## src/rtl/rgb2yuv422_pkg.sv

```systemverilog
// Shared imager definitions: data-type codes carried alongside pixels and the
// BT.601 RGB -> YCbCr coefficient set used by the colour-space converter.
package rgb2yuv422_pkg;

  localparam int DTYPE_WIDTH = 4;

  typedef enum logic [DTYPE_WIDTH-1:0] {
    DT_NONE        = 4'h0,
    DT_FRAME_START = 4'h1,
    DT_FRAME_END   = 4'h2,
    DT_ROW_START   = 4'h3,
    DT_ROW_END     = 4'h4,
    DT_PIXEL       = 4'h8
  } dtype_e;

  // BT.601 coefficients scaled by 2^8
  localparam int Y_KR  = 77;
  localparam int Y_KG  = 150;
  localparam int Y_KB  = 29;
  localparam int CB_KR = -43;
  localparam int CB_KG = -85;
  localparam int CB_KB = 128;
  localparam int CR_KR = 128;
  localparam int CR_KG = -107;
  localparam int CR_KB = -21;

  localparam int RND   = 128;
  localparam int SHIFT = 8;

  // Extra headroom bits on top of the pixel width for the signed dot product
  localparam int SUM_XW = 10;

endpackage

```

## src/rtl/rgb2yuv422_dot3_clamp.sv

```systemverilog
// Three-term signed dot product of unsigned samples with round-to-nearest,
// floor shift, constant offset and clamp to the unsigned pixel range.
module rgb_dot3_clamp
  import rgb2yuv422_pkg::*;
#(
  parameter int PIXEL_WIDTH = 10,
  parameter int KA          = 0,
  parameter int KB          = 0,
  parameter int KC          = 0,
  parameter int OFFSET      = 0
) (
  input  logic [PIXEL_WIDTH-1:0] a,
  input  logic [PIXEL_WIDTH-1:0] b,
  input  logic [PIXEL_WIDTH-1:0] c,
  output logic [PIXEL_WIDTH-1:0] q
);

  localparam int SW = PIXEL_WIDTH + SUM_XW;
  localparam logic signed [SW-1:0] MAXV = SW'((1 << PIXEL_WIDTH) - 1);

  // Add the half-LSB constant and floor-shift back to pixel scale
  function automatic logic signed [SW-1:0] round_shift(input logic signed [SW-1:0] v);
    return (v + SW'(RND)) >>> SHIFT;
  endfunction

  // Saturate a signed value into [0, 2^PIXEL_WIDTH - 1]
  function automatic logic [PIXEL_WIDTH-1:0] clamp(input logic signed [SW-1:0] v);
    if (v < 0)
      return '0;
    else if (v > MAXV)
      return '1;
    else
      return v[PIXEL_WIDTH-1:0];
  endfunction

  logic signed [SW-1:0] a_s, b_s, c_s, sum, scaled;

  // Zero-extend the samples, accumulate, round, offset and clamp
  always_comb begin
    a_s    = $signed({{SUM_XW{1'b0}}, a});
    b_s    = $signed({{SUM_XW{1'b0}}, b});
    c_s    = $signed({{SUM_XW{1'b0}}, c});
    sum    = a_s * SW'(KA) + b_s * SW'(KB) + c_s * SW'(KC);
    scaled = round_shift(sum) + SW'(OFFSET);
    q      = clamp(scaled);
  end

endmodule

```

## src/rtl/rgb2yuv422.sv

```systemverilog
// RGB -> YUV 4:2:2 converter. Three-stage free-running pipeline: input
// capture, colour-space dot products, chroma pair averaging and output hold.
module rgb2yuv422
  import rgb2yuv422_pkg::*;
#(
  parameter int PIXEL_WIDTH = 10
) (
  input  logic                   clk,
  input  logic                   resetb,
  input  logic                   enable,
  input  logic                   dvi,
  input  logic [DTYPE_WIDTH-1:0] dtypei,
  input  logic [PIXEL_WIDTH-1:0] ri,
  input  logic [PIXEL_WIDTH-1:0] gi,
  input  logic [PIXEL_WIDTH-1:0] bi,
  input  logic [15:0]            meta_datai,
  output logic                   dvo,
  output logic [DTYPE_WIDTH-1:0] dtypeo,
  output logic [15:0]            meta_datao,
  output logic [PIXEL_WIDTH-1:0] yo,
  output logic [PIXEL_WIDTH-1:0] co,
  output logic                   cphase
);

  localparam int W    = PIXEL_WIDTH;
  localparam int HALF = 1 << (W - 1);

  // Rounded mean of two samples
  function automatic logic [W-1:0] avg_round(input logic [W-1:0] x, input logic [W-1:0] y);
    logic [W:0] s;
    s = {1'b0, x} + {1'b0, y} + (W+1)'(1);
    return s[W:1];
  endfunction

  logic                   phase_d, phase_q, first_d, first_q;
  logic                   vld_p0_d, vld_p0_q, vld_p1_d, vld_p1_q, dvo_d, dvo_q;
  logic [DTYPE_WIDTH-1:0] dtype_p0_d, dtype_p0_q, dtype_p1_d, dtype_p1_q, dtypeo_d, dtypeo_q;
  logic [15:0]            meta_p0_d, meta_p0_q, meta_p1_d, meta_p1_q, meta_datao_d, meta_datao_q;
  logic                   en_p0_d, en_p0_q, en_p1_d, en_p1_q;
  logic                   ph_p0_d, ph_p0_q, ph_p1_d, ph_p1_q;
  logic                   first_p0_d, first_p0_q, first_p1_d, first_p1_q;
  logic [W-1:0]           r_p0_d, r_p0_q, g_p0_d, g_p0_q, b_p0_d, b_p0_q;
  logic [W-1:0]           y_p1_d, y_p1_q, cb_p1_d, cb_p1_q, cr_p1_d, cr_p1_q, byp_p1_d, byp_p1_q;
  logic [W-1:0]           prev_cb_d, prev_cb_q, prev_cr_d, prev_cr_q;
  logic [W-1:0]           yo_d, yo_q, co_d, co_q;
  logic                   cphase_d, cphase_q;
  logic [W-1:0]           y_dot, cb_dot, cr_dot, cb_prev, cr_prev, c_avg;
  logic                   pix_in, pix_p1;

  rgb_dot3_clamp #(.PIXEL_WIDTH(W), .KA(Y_KR),  .KB(Y_KG),  .KC(Y_KB),  .OFFSET(0))
    u_y  (.a(r_p0_q), .b(g_p0_q), .c(b_p0_q), .q(y_dot));
  rgb_dot3_clamp #(.PIXEL_WIDTH(W), .KA(CB_KR), .KB(CB_KG), .KC(CB_KB), .OFFSET(HALF))
    u_cb (.a(r_p0_q), .b(g_p0_q), .c(b_p0_q), .q(cb_dot));
  rgb_dot3_clamp #(.PIXEL_WIDTH(W), .KA(CR_KR), .KB(CR_KG), .KC(CR_KB), .OFFSET(HALF))
    u_cr (.a(r_p0_q), .b(g_p0_q), .c(b_p0_q), .q(cr_dot));

  // Next-state for row tracking and every pipeline stage
  always_comb begin
    // ---- input -> p0: tag each pixel with its phase, first flag and mode
    pix_in  = dvi && (dtypei == DT_PIXEL);
    phase_d = phase_q;
    first_d = first_q;
    if (dvi) begin
      if (dtypei == DT_ROW_START || dtypei == DT_FRAME_START)
        phase_d = 1'b0;
      else if (pix_in)
        phase_d = ~phase_q;
      if (dtypei == DT_ROW_START)
        first_d = 1'b1;
      else if (pix_in)
        first_d = 1'b0;
    end
    vld_p0_d   = dvi;
    dtype_p0_d = dtypei;
    meta_p0_d  = meta_datai;
    en_p0_d    = enable;
    ph_p0_d    = phase_q;
    first_p0_d = first_q;
    r_p0_d     = ri;
    g_p0_d     = gi;
    b_p0_d     = bi;

    // ---- p0 -> p1: colour-space conversion and bypass selection
    vld_p1_d   = vld_p0_q;
    dtype_p1_d = dtype_p0_q;
    meta_p1_d  = meta_p0_q;
    en_p1_d    = en_p0_q;
    ph_p1_d    = ph_p0_q;
    first_p1_d = first_p0_q;
    y_p1_d     = en_p0_q ? y_dot : g_p0_q;
    cb_p1_d    = cb_dot;
    cr_p1_d    = cr_dot;
    byp_p1_d   = ph_p0_q ? b_p0_q : r_p0_q;

    // ---- p1 -> output: chroma averaging with the previous pixel of the row
    pix_p1  = vld_p1_q && (dtype_p1_q == DT_PIXEL);
    cb_prev = first_p1_q ? cb_p1_q : prev_cb_q;
    cr_prev = first_p1_q ? cr_p1_q : prev_cr_q;
    c_avg   = ph_p1_q ? avg_round(cr_p1_q, cr_prev) : avg_round(cb_p1_q, cb_prev);

    dvo_d        = vld_p1_q;
    dtypeo_d     = dtype_p1_q;
    meta_datao_d = meta_p1_q;
    yo_d         = yo_q;
    co_d         = co_q;
    cphase_d     = cphase_q;
    prev_cb_d    = prev_cb_q;
    prev_cr_d    = prev_cr_q;
    if (pix_p1) begin
      yo_d      = y_p1_q;
      co_d      = en_p1_q ? c_avg : byp_p1_q;
      cphase_d  = ph_p1_q;
      prev_cb_d = cb_p1_q;
      prev_cr_d = cr_p1_q;
    end
  end

  // Control state, valids, sideband and outputs: cleared asynchronously
  always_ff @(posedge clk or negedge resetb) begin
    if (!resetb) begin
      phase_q      <= 1'b0;
      first_q      <= 1'b1;
      vld_p0_q     <= 1'b0;
      vld_p1_q     <= 1'b0;
      dvo_q        <= 1'b0;
      dtype_p0_q   <= '0;
      dtype_p1_q   <= '0;
      dtypeo_q     <= '0;
      meta_p0_q    <= '0;
      meta_p1_q    <= '0;
      meta_datao_q <= '0;
      en_p0_q      <= 1'b0;
      en_p1_q      <= 1'b0;
      ph_p0_q      <= 1'b0;
      ph_p1_q      <= 1'b0;
      first_p0_q   <= 1'b1;
      first_p1_q   <= 1'b1;
      yo_q         <= '0;
      co_q         <= '0;
      cphase_q     <= 1'b0;
    end else begin
      phase_q      <= phase_d;
      first_q      <= first_d;
      vld_p0_q     <= vld_p0_d;
      vld_p1_q     <= vld_p1_d;
      dvo_q        <= dvo_d;
      dtype_p0_q   <= dtype_p0_d;
      dtype_p1_q   <= dtype_p1_d;
      dtypeo_q     <= dtypeo_d;
      meta_p0_q    <= meta_p0_d;
      meta_p1_q    <= meta_p1_d;
      meta_datao_q <= meta_datao_d;
      en_p0_q      <= en_p0_d;
      en_p1_q      <= en_p1_d;
      ph_p0_q      <= ph_p0_d;
      ph_p1_q      <= ph_p1_d;
      first_p0_q   <= first_p0_d;
      first_p1_q   <= first_p1_d;
      yo_q         <= yo_d;
      co_q         <= co_d;
      cphase_q     <= cphase_d;
    end
  end

  // Sample datapath: qualified by the valids above, so no reset needed
  always_ff @(posedge clk) begin
    r_p0_q    <= r_p0_d;
    g_p0_q    <= g_p0_d;
    b_p0_q    <= b_p0_d;
    y_p1_q    <= y_p1_d;
    cb_p1_q   <= cb_p1_d;
    cr_p1_q   <= cr_p1_d;
    byp_p1_q  <= byp_p1_d;
    prev_cb_q <= prev_cb_d;
    prev_cr_q <= prev_cr_d;
  end

  assign dvo        = dvo_q;
  assign dtypeo     = dtypeo_q;
  assign meta_datao = meta_datao_q;
  assign yo         = yo_q;
  assign co         = co_q;
  assign cphase     = cphase_q;

endmodule

```

## config.mk

```make
export PLATFORM = sky130hd
export DESIGN_NAME = rgb2yuv422
export DESIGN_NICKNAME = d
export VERILOG_FILES = /design/src/rtl/rgb2yuv422_pkg.sv /design/src/rtl/rgb2yuv422_dot3_clamp.sv /design/src/rtl/rgb2yuv422.sv
export SDC_FILE = /design/constraint.sdc
export NUM_CORES = 1
export LEC_CHECK = 0
export ABC_AREA = 1
export BUFFER_PORTS_ARGS = -buffer_cell sky130_fd_sc_hd__buf_4
export CORE_ASPECT_RATIO = 0.6
export CORE_MARGIN = 1
export CORE_UTILIZATION = 50
export DETAILED_ROUTE_END_ITERATION = 6
export PLACE_DENSITY_LB_ADDON = 0.15
export RECOVER_POWER = 100
export SYNTH_ARGS = -nofsm -noshare
export SYNTH_HDL_FRONTEND = slang
export SYNTH_HIERARCHICAL = 1
export SYNTH_SLANG_ARGS = --single-unit
```

## constraint.sdc

```tcl
create_clock -name clk -period 6.4 [get_ports clk]
set_input_delay 0.32 -clock clk [delete_from_list [all_inputs] [get_ports clk]]
set_output_delay 0.32 -clock clk [all_outputs]
set_load 0.02 [all_outputs]
```

* Yosys cells after proc, flatten, opt, wreduce, memory -nomap -nowiden
Cells that the tools add are included.
Storage, ports and cells: register bits 182, bits of input ports 54, output and inout port bits 42, logic and storage cells 83
Cells by class: add/subtract/negate cells 15, multiply operators 7, magnitude comparators 6, eq/ne operators 4, muxes and demuxes 14, bitwise gates (word level) 1, reductions and logical operators 7
Operators by type and width (number):
- $mux 10 | 10
- $add 20x20->20 | 4
- $add 20x9->20 const B | 3
- $mul 11x8->19 const B | 2
- $mul 10x7->17 const B | 2
- $add 12x11->13 const B | 2
- $gt 13x11->1 const B | 2
- $lt 13x1->1 const B | 2
- $add 10x10->11 | 2
- $add 11x1->11 const B | 2
- $add 18x20->20 | 1
- $add 20x18->20 | 1
- $mul 11x7->18 const B | 1
- $mul 11x6->17 const B | 1
- $mul 10x5->15 const B | 1
- $gt 12x11->1 const B | 1
- $lt 12x1->1 const B | 1
- $eq 4x4->1 const B | 2
- $eq 4x1->1 const B | 1
- $eq 4x2->1 const B | 1
- $mux 1 | 4
- $reduce_and 2->1 | 2
- $reduce_bool 2->1 | 2
- $logic_and 1x1->1 | 2
- 2 further kinds | 2

* Depth between registers and ports, before layout
Gate-level depths: netlist of the first run.
depth in word-level cells 8, depth in mapped cells 36, gate-level depth less buffers 36

* Hierarchy
The synthesis of the first run kept the hierarchy.
Modules (own cells, without submodules):
- rgb2yuv422 | times used 1, cells an instance 574, area an instance 6292.3 um^2
- rgb_dot3_clamp (u_y) | times used 1, cells an instance 539, area an instance 4524.3 um^2
- rgb_dot3_clamp (u_cb) | times used 1, cells an instance 537, area an instance 4139.0 um^2
- rgb_dot3_clamp (u_cr) | times used 1, cells an instance 433, area an instance 3448.3 um^2

* Worst setup path after synthesis of the first run
No wires, ideal clock.
path kind reg2reg, from reg g_p0_q[7], to reg y_p1_q[7], library setup time 0.121 ns, data arrival time 6.546 ns, required time 6.279 ns, slack -0.267 ns, cell stages (with the launch flop) 27, period minus slack after synthesis 6.667 ns, cells stage by stage dfxtp_1 -> ha_1 -> ha_1 -> fa_1 -> fa_1 -> ha_1 -> inv_1 -> o21bai_1 -> o21bai_1 -> a21oi_1 -> xnor2_1 -> fa_1 -> fa_1 -> inv_1 -> fa_1 -> inv_1 -> fa_1 -> ha_1 -> ha_1 -> nand2_1 -> nor4_1 -> nand2_1 -> nand2_1 -> nand2_1 -> nand2_1 -> a21oi_2 -> mux2_2
On the way: longest elaborated chain between the ends 8
Ends and longest elaborated chain:
- start: declaration | line rgb2yuv422.sv:42 | logic [W-1:0] r_p0_d, r_p0_q, g_p0_d, g_p0_q, b_p0_d, b_p0_q;
- start signal: assignment | line rgb2yuv422.sv:168 | g_p0_q <= g_p0_d;
- $mul 10x7->17 * | line rgb2yuv422_dot3_clamp.sv:43 | sum = a_s * SW'(KA) + b_s * SW'(KB) + c_s * SW'(KC);
- $add 20x20->20 * (2 in a row) | line rgb2yuv422_dot3_clamp.sv:43
- $add 20x9->20 * | line rgb2yuv422_dot3_clamp.sv:23 | return (v + SW'(RND)) >>> SHIFT;
- $gt 12x11->1 | line rgb2yuv422_dot3_clamp.sv:30 | else if (v > MAXV)
- $mux 10 | line rgb2yuv422_dot3_clamp.sv:30
- $mux 10 * | line rgb2yuv422_dot3_clamp.sv:28 | if (v < 0)
- via y_dot[7] | line rgb2yuv422.sv:47 | logic [W-1:0] y_dot, cb_dot, cr_dot, cb_prev, cr_prev, c_avg;
- $mux 10 * | line rgb2yuv422.sv:90 | y_p1_d = en_p0_q ? y_dot : g_p0_q;
- via y_p1_d[7] | line rgb2yuv422.sv:43 | logic [W-1:0] y_p1_d, y_p1_q, cb_p1_d, cb_p1_q, cr_p1_d, cr_p1_q, byp_p1_d, byp_p1_q;
- end signal: assignment | line rgb2yuv422.sv:170 | y_p1_q <= y_p1_d;
- end: declaration | line rgb2yuv422.sv:43
Mark *: on every way through the listed nets, which the timed path passes. The rest lies on a longest branch. A chain may end at the register's enable or synchronous reset.

* Worst setup path after layout of the first run
from reg g_p0_q[4], to reg y_p1_q[7]
The elaborated chain is that of the path after synthesis.

==> impl_metrics.tcl, run 1 <==
set metrics [dict create \
    period_share 1.02 \
    synth_edf_count 20 \
    grtUsageTotal 0.267 \
    dp.cells 2714 \
    cp_slowest_cell "fa_2" \
    cts_tree "done" \
    crit_top_cell "ha_4" \
    rows 54 \
    finalMaxSlewViolations 133 \
    cts_root_buf "clkbuf_16" \
    netlist_instances 2083 \
    ys_seq_elements 182 \
    synth_cell_types 53 \
    cp_max_fo 3 \
    drc 0 \
    grt_pass1_wl_um 76100 \
    yosys.area.top_type "fa_1" \
    clock_sinks 182 \
    status "finished with violations" \
    core_area_um2 36300 \
    io_buffer_count 95 \
    place.gp.congestion 0.917 \
    ys.flop_type "dfrtp_1" \
    die_w_um 250 \
    violations "max-capacitance violations, max-slew violations, negative setup slack" \
    hpwlAfterDp_um 37700 \
    ant_nets 0 \
    fillers 3133 \
    cp.required_ns 6.76 \
    critPathArrivalTime_ns 6.88 \
    dieHeight_um 151 \
    yosys.area.top_type_share 0.221 \
    synth_nets 2639 \
    synth.avg_cell_area_um2 8.84 \
    final_cells 2818 \
    yosys-top-cells-area "fa_1 (22%), ha_1 (20%), dfrtp_1 (12%)" \
    worst_slew_pin_slew_ns 3.74 \
    ios 96 \
    vias_per_cell 4.95 \
    path_class "reg2reg" \
    hold_class "reg2reg" \
    worst-path-buf-inv 6 \
    synth-seq-area-share 0.234 \
    wire_per_inst_um 17.0 \
    slew_headroom -1.49 \
    async_flop_share 0.505 \
    setup_viol 10 \
    rsz0062_at_grt "true" \
    worst_setup_path_end_kind "register" \
    first_iter_violations 932 \
    finClkSkew_ns 0.0165 \
    cpLargestDelayFamily "adder cells" \
    dr.pass1.iters 5 \
    final.min_clock_period_ns 6.52 \
    hold_path_depth 0 \
    syn_area_um2 18400 \
    postLayoutCellArea_um2 22100 \
    drive_above_1_share 0.154 \
    clk_pin_slew_ns 0.09 \
    grt_pass1_vias 13899 \
    path_depth 28 \
    drv_cap 3 \
    max_stage_delay_ns 0.55 \
    start_kind "register" \
    overflow 0 \
    start_util 0.507 \
    dp_slack_ns -0.431 \
    htreeDepth 4 \
    finalHoldViolations 0 \
    fmax_ghz 0.153 \
    routed_wl_um 48000 \
    clock_latency_ns 0.46 \
    fin_nets 2884 \
    numCtsBuffers 17 \
    cts_max_path_buffers 2 \
    layout_setup_ws_ns -0.121 \
    syn2layout_area_growth_pct 20.2 \
    synth_warnings 6 \
    die-area_um2 37600 \
    vias 13936 \
    rr_worst_depth 28 \
    antenna_found_initial 0 \
    grt_max_degree 73 \
    dpl-instance-area_um2 20200 \
]
placed cells by master, fill, tap and decap left out, types with 14 or more instances in the layout:
cell,instances
xor2_1,14
inv_2,19
o21ai_0,15
edfxtp_1,20
a21oi_1,57
clkbuf_16,17
dfrtp_1,89
buf_4,73
ha_4,23
inv_1,531
fa_1,198
clkbuf_1,58
nand2_1,390
nor2_1,75
nand3_1,75
clkbuf_4,41
dfxtp_1,60
mux2_2,14
dlygate4sd3_1,53
ha_1,272
a21oi_2,22
nand2_2,25
metal layers:
| metal | share of wire | GRT usage |
|---|---|---|
| met5 | 0 | 0 |
| met3 | 0.069 | 0.0558 |
| met1 | 0.50 | 0.404 |
| met4 | 0.016 | 0.0608 |
| met2 | 0.41 | 0.386 |
stage by stage:
stage          TNS (ns)  hold slack (ns)   util
2_1_floorplan         0           0.0244      -
3_3_place_gp      -2.25            0.256  0.558
3_5_place_dp      -3.92            0.258  0.558
4_1_cts           -1.27            0.304  0.603
5_1_grt           -4.81            0.361  0.609
6_report         -0.909            0.351  0.609
flip-flops by register name (all words and copies together) (netlist names), 10 cells and up:
| register | cells |
|---|---|
| meta_datao | 16 |
| meta_datao_d | 16 |
| meta_p0_q | 16 |
| b_p0_q | 10 |
| byp_p1_q | 10 |
| cb_p1_q | 10 |
| co | 10 |
| cr_p1_q | 10 |
| g_p0_q | 10 |
| prev_cb_q | 10 |
| prev_cr_q | 10 |
| r_p0_q | 10 |
| y_p1_q | 10 |
| yo | 10 |
worst reg2reg max path: cells and delay by family (launching register included):
kind                       cells  cell delay (ns)
adders and majority gates     11             4.22
AOI/OAI and AO/OA              5             0.60
buffers and inverters          6             0.43
and+or+nand+nor                4             0.39
DFF                            1             0.36
muxes                          1             0.25
xor gates and xnor gates       1             0.18
area by class of cell:
class | count | area, µm² | share of cell area
timing repair inverter | 2 | 17.5 | 0.000792
multi-input combinational | 1334 | 12700 | 0.574
inverter | 556 | 2110 | 0.0953
clock buffer | 17 | 425 | 0.0192
clock inverter | 15 | 209 | 0.00945
sequential | 182 | 4340 | 0.196
antenna | 1 | 2.50 | 0.000113
timing repair buffer | 235 | 1730 | 0.0782
tap | 476 | 596 | 0.0269
synth_stat cells (2+ instances only):
cell	instances
nor4_1	3
nand3_2	3
nand3b_1	12
inv_1	545
nor2_2	4
mux2_2	20
fa_1	203
nor2_1	83
dfrtp_1	89
edfxtp_1	20
nand2_2	18
a21oi_2	15
o21bai_1	12
o21ai_2	5
and2_1	3
clkbuf_1	4
o31ai_1	2
a21o_1	5
dfstp_2	3
o21ai_1	8
xnor2_1	13
o21a_1	2
nand2_1	408
dfxtp_1	70
xor2_1	15
nand4_1	8
o21ai_4	2
nor4_2	2
o21ai_0	17
buf_2	6
nand2_4	2
clkinv_1	2
a31oi_1	2
nor3_1	8
ha_1	299
nand3_1	76
inv_2	7
a21oi_1	72
final timing paths:
path	start	to	slack, ns
worst max-delay path	g_p0_q[4]$_DFF_P_	y_p1_q[7]$_DFF_P_	-0.12
worst min-delay path	meta_p0_q[10]$_DFF_PN0_	meta_datao_d[10]$_DFF_PN0_	0.35
worst max register to register	g_p0_q[4]$_DFF_P_	y_p1_q[7]$_DFF_P_	-0.12
worst min register to register	meta_p0_q[10]$_DFF_PN0_	meta_datao_d[10]$_DFF_PN0_	0.35
max in group asynchronous	resetb	yo[4]$_DFFE_PN0P_	1.41
min in group asynchronous	resetb	meta_datao[3]$_DFF_PN0_	0.76
kinds of logic after synthesis:
logic type	share of synthesized area
adder cells (fa/ha/maj)	0.424
AND/OR/NAND/NOR	0.148
buffers and inverters	0.117
flip-flops	0.234
AO/OA/AOI/OAI	0.0500
XOR/XNOR	0.0148
multiplexers	0.0122
timing repair:
item	CTS	global route
pin swaps	36	63
setup buffers	10	6
cloned	2	0
hold endpoints to repair	72	0
resized for setup	68	100
setup endpoints to repair	10	20
hold buffers	53	0
Power of run 1 is not shown: default switching activity piles up to over one toggle a cycle in this logic, so the estimate is an artifact.
==> run 2, diff against run 1 <==
Settings changed: CELL_PAD_IN_SITES_DETAIL_PLACEMENT set to 1, CELL_PAD_IN_SITES_GLOBAL_PLACEMENT set to 1, CORE_UTILIZATION 50 to 44.
==> run 2 against run 1 <==
Compared with the run above:
- the flow still finishes with violations (max-capacitance violations, max-slew violations, negative setup slack)
- non-clock buffer count grew 29
- highest routed layer unchanged
- final cell count grew 4.0%
- first-iteration DRC count shrank 12%
- wire length grew 19%
- maximum frequency shrank 2.6%
- flip-flop and latch count is the same
==> impl_metrics.tcl, run 2 (synthesized netlist as in run 1, its figures left out) <==
set metrics [dict create \
    status "finished with violations" \
    violations "max-capacitance violations, max-slew violations, negative setup slack" \
    cts_max_path_buffers 2 \
    max_stage_delay_ns 0.57 \
    mostFrequentLayoutCells "inv_1 (531), nand2_1 (383), ha_1 (268)" \
    postLayoutCellArea_um2 22500 \
    start_kind "register" \
    cts_root_buf "clkbuf_16" \
    dpl-instance-area_um2 20500 \
    path_class "reg2reg" \
    finClkSkew_ns 0.0173 \
    ios 96 \
    numCtsBuffers 17 \
    worst_slew_pin_slew_ns 3.52 \
    ant_nets 0 \
    rsz0062_at_grt "true" \
    cp_slowest_cell "fa_1" \
    grtUsageTotal 0.273 \
    die-area_um2 42700 \
    setup_viol 10 \
    worst_setup_path_end_kind "register" \
    syn2layout_area_growth_pct 22.3 \
    dr_wl_met2_um 25600 \
    fin_util 0.551 \
    fmax_ghz 0.149 \
    core_area_um2 40900 \
    vias 14604 \
    grt_pass1_vias 16060 \
    place.gp.congestion 0.901 \
    dp_slack_ns -0.550 \
    slew_headroom -1.35 \
    drc 0 \
    io_buffer_count 95 \
    routed_wl_um 57200 \
    cp.required_ns 6.76 \
    clk_pin_slew_ns 0.10 \
    final_cells 2932 \
    final.min_clock_period_ns 6.69 \
    wl_met3_um 3550 \
    finalHoldViolations 0 \
    rr_worst_depth 31 \
    grt_max_degree 69 \
    layout_setup_ws_ns -0.293 \
    cts_tree "done" \
    hold_path_depth 1 \
    period_share 1.05 \
    min_from "gi[0]" \
    first_iter_violations 816 \
    antenna_found_initial 2 \
    cp_max_fo 4 \
    overflow 0 \
    wl_met1_um 27200 \
    topRoutingLayerUsed "met4" \
    finalMaxSlewViolations 133 \
    start_util 0.450 \
    hpwlAfterDp_um 43200 \
    rows 57 \
    final_common_cell "inv_1" \
    htreeDepth 4 \
    dp.cells 2811 \
    dr.pass1.iters 5 \
    dieHeight_um 160 \
    whs_endpoint "g_p0_q[0]$_DFF_P_" \
    clock_sinks 182 \
    drv_cap 3 \
    die_w_um 266 \
    rr_startpoint "g_p0_q[5]$_DFF_P_" \
    hold_class "in2reg" \
    critPathArrivalTime_ns 7.05 \
    wire_per_inst_um 19.5 \
    fin_nets 2914 \
    vias_per_cell 4.98 \
    drive_above_1_share 0.169 \
    r2r_slack_ns -0.29 \
    reg2reg_to "y_p1_q[4]$_DFF_P_" \
    grt_pass1_wl_um 88600 \
    clock_latency_ns 0.47 \
]
run 2: cell count changes in the layout (fill, tap and decap cells not counted), sizes merged:
cell         change
buf             +31
clkinv           -5
inv              +4
clkbuf           -1
clkinvlp         +1
dlygate4sd3      -1
nand2            +1
run 2: how the worst max path moves through the flow:
stage,startpoint,end,slack [ns],depth (start not counted)
6_report,g_p0_q[5]$_DFF_P_,y_p1_q[4]$_DFF_P_,-0.29,31
4_1_cts,g_p0_q[6]$_DFF_P_,y_p1_q[4]$_DFF_P_,-0.19,31
3_5_place_dp,g_p0_q[5]$_DFF_P_,y_p1_q[4]$_DFF_P_,-0.55,25
3_3_place_gp,g_p0_q[5]$_DFF_P_,y_p1_q[4]$_DFF_P_,-0.30,25
5_1_grt,g_p0_q[5]$_DFF_P_,y_p1_q[4]$_DFF_P_,-0.43,31
2_1_floorplan,g_p0_q[3]$_DFF_P_,y_p1_q[3]$_DFF_P_,0.001,31
run 2: routing by layer:
| layer | vias up | track usage |
|---|---|---|
| li1 | 6892 | - |
| met1 | 7349 | 0.389 |
| met2 | 307 | 0.425 |
| met3 | 56 | 0.0681 |
| met4 | 0 | 0.0470 |
| met5 | - | 0 |
run 2: worst max-delay path, delay by kind of cell, from the launching register on:
family	cells	cell delay, ns
XOR/XNOR	1	0.16
adder cells (fa/ha/maj)	11	4.21
AO/OA/AOI/OAI	3	0.47
flip-flops	1	0.39
multiplexers	1	0.26
AND/OR/NAND/NOR	7	0.58
buffers and inverters	8	0.47
run 2: layout make-up:
type / instances / area, µm²
repair inverters: 2 / 17.5
flip-flops and latches: 182 / 4330
well taps: 560 / 701
diodes: 1 / 2.50
repair buffers: 264 / 1990
clock inverters: 15 / 233
multi-input cells: 1335 / 12700
clock buffers: 17 / 425
fillers: 4760 / 18300
inverters: 556 / 2100
run 2: stage by stage:
| step | setup TNS [ns] | hold WS (ns) |
|---|---|---|
| finish | -2.60 | 0.302 |
| global route | -6.70 | 0.264 |
| CTS | -1.75 | 0.0288 |
| detailed placement | -5.44 | 0.274 |
| global placement | -2.70 | 0.270 |
| floorplan | 0 | 0.0244 |
run 2: timing repair:
item,4_1_cts,5_1_grt
gates resized for setup,89,88
cloned,2,1
endpoints found under the hold margin,75,0
pin swaps,53,71
setup endpoints to repair,20,20
hold buffers,52,0
setup buffers,13,21
Power of run 2 is left out for the same reason.
